### src/rtl/mem_arbiter.sv
// Shares one wait-stated RAM port between the icache fill path and the dcache
// fill/writeback path. Dcache has priority, but a pending icache request wins
// after STARVE_LIMIT consecutive dcache completions.
module mem_arbiter #(
    parameter int STARVE_LIMIT = 4
) (
    input  logic        CLK,
    input  logic        RST,
    input  logic        iREN,
    input  logic [31:0] iaddr,
    input  logic        dREN,
    input  logic        dWEN,
    input  logic [31:0] daddr,
    input  logic [31:0] dstore,
    output logic        iwait,
    output logic        dwait,
    output logic [31:0] iload,
    output logic [31:0] dload,
    output logic        ramREN,
    output logic        ramWEN,
    output logic [31:0] ramaddr,
    output logic [31:0] ramstore,
    input  logic [31:0] ramload,
    input  logic [1:0]  ramstate,
    output logic        ramerr,
    output logic [1:0]  fsm_state,
    output logic [3:0]  streak
);

    typedef enum logic [1:0] {
        IDLE = 2'd0,
        IGNT = 2'd1,
        DGNT = 2'd2
    } state_t;

    localparam logic [1:0] RAM_ACCESS = 2'd2;
    localparam logic [1:0] RAM_ERROR  = 2'd3;

    state_t state;
    logic   d_req;
    logic   ram_done;
    logic   ram_fail;
    logic   starve;

    assign d_req     = dREN | dWEN;
    assign ram_done  = (ramstate == RAM_ACCESS);
    assign ram_fail  = (ramstate == RAM_ERROR);
    assign starve    = iREN && (streak >= 4'(STARVE_LIMIT));
    assign fsm_state = state;

    // Dropping the request before ACCESS aborts the grant without touching streak.
    always_ff @(posedge CLK or posedge RST) begin
        if (RST) begin
            state  <= IDLE;
            streak <= 4'd0;
            ramerr <= 1'b0;
        end else begin
            case (state)
                IDLE: begin
                    if (d_req && !starve) begin
                        state <= DGNT;
                    end else if (iREN) begin
                        state <= IGNT;
                    end
                end
                DGNT: begin
                    if (!d_req) begin
                        state <= IDLE;
                    end else if (ram_done) begin
                        state <= IDLE;
                        if (streak != 4'd15) begin
                            streak <= streak + 4'd1;
                        end
                    end else if (ram_fail) begin
                        ramerr <= 1'b1;
                    end
                end
                IGNT: begin
                    if (!iREN) begin
                        state <= IDLE;
                    end else if (ram_done) begin
                        state  <= IDLE;
                        streak <= 4'd0;
                    end else if (ram_fail) begin
                        ramerr <= 1'b1;
                    end
                end
                default: state <= IDLE;
            endcase
        end
    end

    // RAM port, wait and load follow the current grant and live requester inputs.
    always_comb begin
        iwait    = 1'b1;
        dwait    = 1'b1;
        iload    = 32'd0;
        dload    = 32'd0;
        ramREN   = 1'b0;
        ramWEN   = 1'b0;
        ramaddr  = 32'd0;
        ramstore = 32'd0;
        if (!RST) begin
            case (state)
                DGNT: begin
                    if (d_req) begin
                        ramREN   = dREN;
                        ramWEN   = dWEN;
                        ramaddr  = daddr;
                        ramstore = dstore;
                        if (ram_done) begin
                            dwait = 1'b0;
                            dload = ramload;
                        end
                    end
                end
                IGNT: begin
                    if (iREN) begin
                        ramREN  = 1'b1;
                        ramaddr = iaddr;
                        if (ram_done) begin
                            iwait = 1'b0;
                            iload = ramload;
                        end
                    end
                end
                default: begin
                end
            endcase
        end
    end

endmodule

### config.mk
export PLATFORM = sky130hd
export DESIGN_NAME = mem_arbiter
export DESIGN_NICKNAME = d
export VERILOG_FILES = /design/src/rtl/mem_arbiter.sv
export SDC_FILE = /design/constraint.sdc
export NUM_CORES = 1
export LEC_CHECK = 0
export ABC_AREA = 1
export ABC_CLOCK_PERIOD_IN_PS = 2100
export BUFFER_PORTS_ARGS = -buffer_cell sky130_fd_sc_hd__buf_2
export CAP_MARGIN = 0
export CORE_AREA = 2 2 107 109
export CTS_BUF_LIST = sky130_fd_sc_hd__clkbuf_16
export CTS_CLUSTER_DIAMETER = 80
export DETAILED_ROUTE_END_ITERATION = 7
export DIE_AREA = 0 0 109 111
export GPL_ROUTABILITY_DRIVEN = 0
export GPL_TIMING_DRIVEN = 0
export RECOVER_POWER = 50
export SLEW_MARGIN = 20
export SYNTH_ARGS = -nofsm -noshare
export SYNTH_HDL_FRONTEND = slang
export SYNTH_SLANG_ARGS = --single-unit
export TNS_END_PERCENT = 20
### constraint.sdc
create_clock -name CLK -period 2.1 [get_ports CLK]
set_clock_uncertainty 0.2 [all_clocks]
set_input_delay 0.105 -clock CLK [delete_from_list [all_inputs] [get_ports CLK]]
set_output_delay 0.105 -clock CLK [all_outputs]
set_load 0.02 [all_outputs]
==> flow_summary.ini <==
[critical_path]
required_ns = 1.79
reg2reg_slack_ns = 0.30
path_class = flop to primary output
worstPathArrival_ns = 1.77
worstSetupEndpointType = primary output
r2r-end = ramerr
cp-endpoint = dload[2]
timing.rr.start = fsm_state[0]
path_max_fanout = 10
crit_start = fsm_state[0]
worstSetupStartpointType = flop
reg2reg_depth = 5

[timing]
whs_ns = 0.0221
worst_pin_slew_ns = 0.339
finalSetupTns_ns = 0
timing.fmax_mhz = 483
hold_violations = 0
slew_headroom = 0.772
min_period_ns = 2.07
rsz0062_at_grt = yes
post-route-period-util = 0.987
setup_violations = 0
worst_slack_ns = 0.0277
drv_slew = 0

[clock_network]
clkTransAtPathRegs_ns = 0.04
clock_latency_ns = 0.23
cts.sinks = 7
cts_tree = done
cts_max_level = 1
numCtsBuffers = 3
cts_max_path_buffers = 2
ctsRootBufferMaster = clkbuf_16

[drt]
via_per_inst = 4.03
vias = 3109
drt_iter0_markers = 93
ant_nets = 0
first_pass_iters = 4
totalWireLength_um = 8870
drcViolationCount = 0
post_drt_wl_per_cell_um = 11.5

[die]
io_pins = 274
die_x_um = 109
die-area_um2 = 12100
die_y_um = 111
rows = 39
start_util = 0.156
coreArea_um2 = 11100

[grt]
grt.overflow.total = 0
grt_pass1_wl_um = 12200
grt_antenna_before_repair = 0
grt.total_usage = 0.123
grt_max_degree = 11
grt_pass1_vias = 2600

[yosys]
yosysSeqAreaShare = 0.102
synth_warnings = 0
syn_area_um2 = 1720
ys_ff_latch = 7
synth_fp_nets = 476
ys_types = 23
synth_area_per_cell_um2 = 5.13
syn_inst = 336

[place]
place_area_um2 = 3270
pre_cts_ws_ns = -0.203
numPortBuffers = 273
post-dp-hpwl_um = 7070

[finish]
diodes = 0
finalNetCount = 769
fillers = 1186
seq_area_um2 = 178
drive_above_1_share = 0.546
multi_input_area_um2 = 1230
area_delta_synth_final_pct = 124
finalInstanceArea_um2 = 3870

[run]
cap_violations = 0

[run_status]
status = completed

[hold_path]
hp-class = primary input to flop

[power]
total_leakage_power_nw = 2.49
peakVddDrop_v = 0.000782
power.density_nw_per_um2 = 718
==> kinds of logic after synthesis <==
family	after synthesis	share of synthesized area
DFF	7	0.102
buffers and inverters	95	0.244
AOI/OAI and AO/OA	38	0.165
adders and majority gates	5	0.0363
and+or+nand+nor	191	0.454
==> cells in the final DEF (no fill, tap or decap), types with 2 or more instances in the layout <==
master         count
buf_2            206
nor2_1           123
inv_1             73
buf_4             66
nand2_1           34
a22oi_1           27
nor2_2            19
buf_6             16
clkbuf_1           6
a22oi_2            5
dfrtp_1            5
nand3_1            4
clkbuf_16          4
nand2_2            3
nand2_4            3
clkbuf_4           3
ha_1               3
dlygate4sd3_1      3
o21ai_0            2
a21oi_1            2
inv_4              2
inv_2              2
buf_8              2
nor2_4             2
ha_4               2
dfrtp_2            2
buf_12             2
==> synth_stat cells <==
library cell  instances  area share
inv_1                75        0.16
ha_1                  5       0.036
inv_2                 2      0.0044
dfrtp_1               7        0.10
nand2_1              37       0.081
buf_4                 3       0.013
nor3b_1               1      0.0044
buf_2                 6       0.017
nand2_2               2      0.0073
buf_1                 2      0.0044
nand3_2               1      0.0058
nand2_4               1      0.0065
nor2_2               14       0.051
a22oi_1              32        0.14
o21bai_1              1      0.0044
clkbuf_1              1      0.0022
a21oi_4               1      0.0094
o21ai_0               2      0.0058
a21oi_1               2      0.0058
nand3_1               4       0.012
nand4_1               1      0.0036
nor2_1              130        0.28
buf_6                 6       0.039
==> registers in the layout, summed over array words and instances, names as in the netlist <==
register   cells
streak         4
ramerr         1
fsm_state      2
==> per-stage QoR <==
stage / instances / power (mW) / utilization
floorplan: 336 / 1.51 / -
global placement: 752 / 2.13 / 0.295
detailed placement: 752 / 2.13 / 0.295
CTS: 766 / 2.61 / 0.325
global route: 771 / 2.99 / 0.349
finish: 771 / 2.78 / 0.349
==> worst max-delay path: stages (launching register included) <==
cell and delay, ns:
dfrtp_2 0.43, inv_4 0.09, ha_4 0.18, nand2_4 0.08, a21oi_4 0.20, nand2_4 0.12
buf_6 0.17, nor2_1 0.11, buf_4 0.16
==> power by group <==
| part | internal, mW | leakage (nW) | switching, mW |
|---|---|---|---|
| logic | 0.881 | 2.37 | 1.31 |
| clock network | 0.250 | 0.0409 | 0.0753 |
| registers | 0.190 | 0.0841 | 0.0724 |
| total | 1.32 | 2.49 | 1.46 |
==> worst min-delay path by stage <==
stage	endpoint	slack (ns)	startpoint	depth (start not counted)
floorplan	fsm_state[0]	-0.27	RST	1
global placement	fsm_state[1]	-0.07	RST	2
detailed placement	fsm_state[1]	-0.07	RST	2
CTS	fsm_state[0]	0.009	iREN	4
global route	fsm_state[1]	0.07	iREN	4
finish	fsm_state[0]	0.02	iREN	4
==> per-layer routing <==
metal  global-route usage  vias to the layer above  wire (um)
met3               0.0118                        8        634
met2                0.237                      133       4690
met1                0.144                     1385       3480
met5                    0                        -          0
met4               0.0231                        0         64
li1                     -                     1583          -
==> final cells by class <==
type,count,area share
plain buffers,18,0.0472
clock buffers,3,0.0194
clock inverters,1,0.00129
inverters,77,0.0761
multi-input cells,234,0.318
flip-flops and latches,7,0.0460
well taps,143,0.0463
repair buffers,288,0.445
==> what timing repair did <==
item | CTS | global route
hold endpoints to repair | 8 | 0
pin swaps | 2 | 2
hold buffers | 3 | 0
cloned | 2 | 1
resized for setup | 50 | 71
endpoints found under the setup margin | 129 | 122
buffers inserted | 5 | 4
Note: power is estimated with default switching activity, not from simulation.
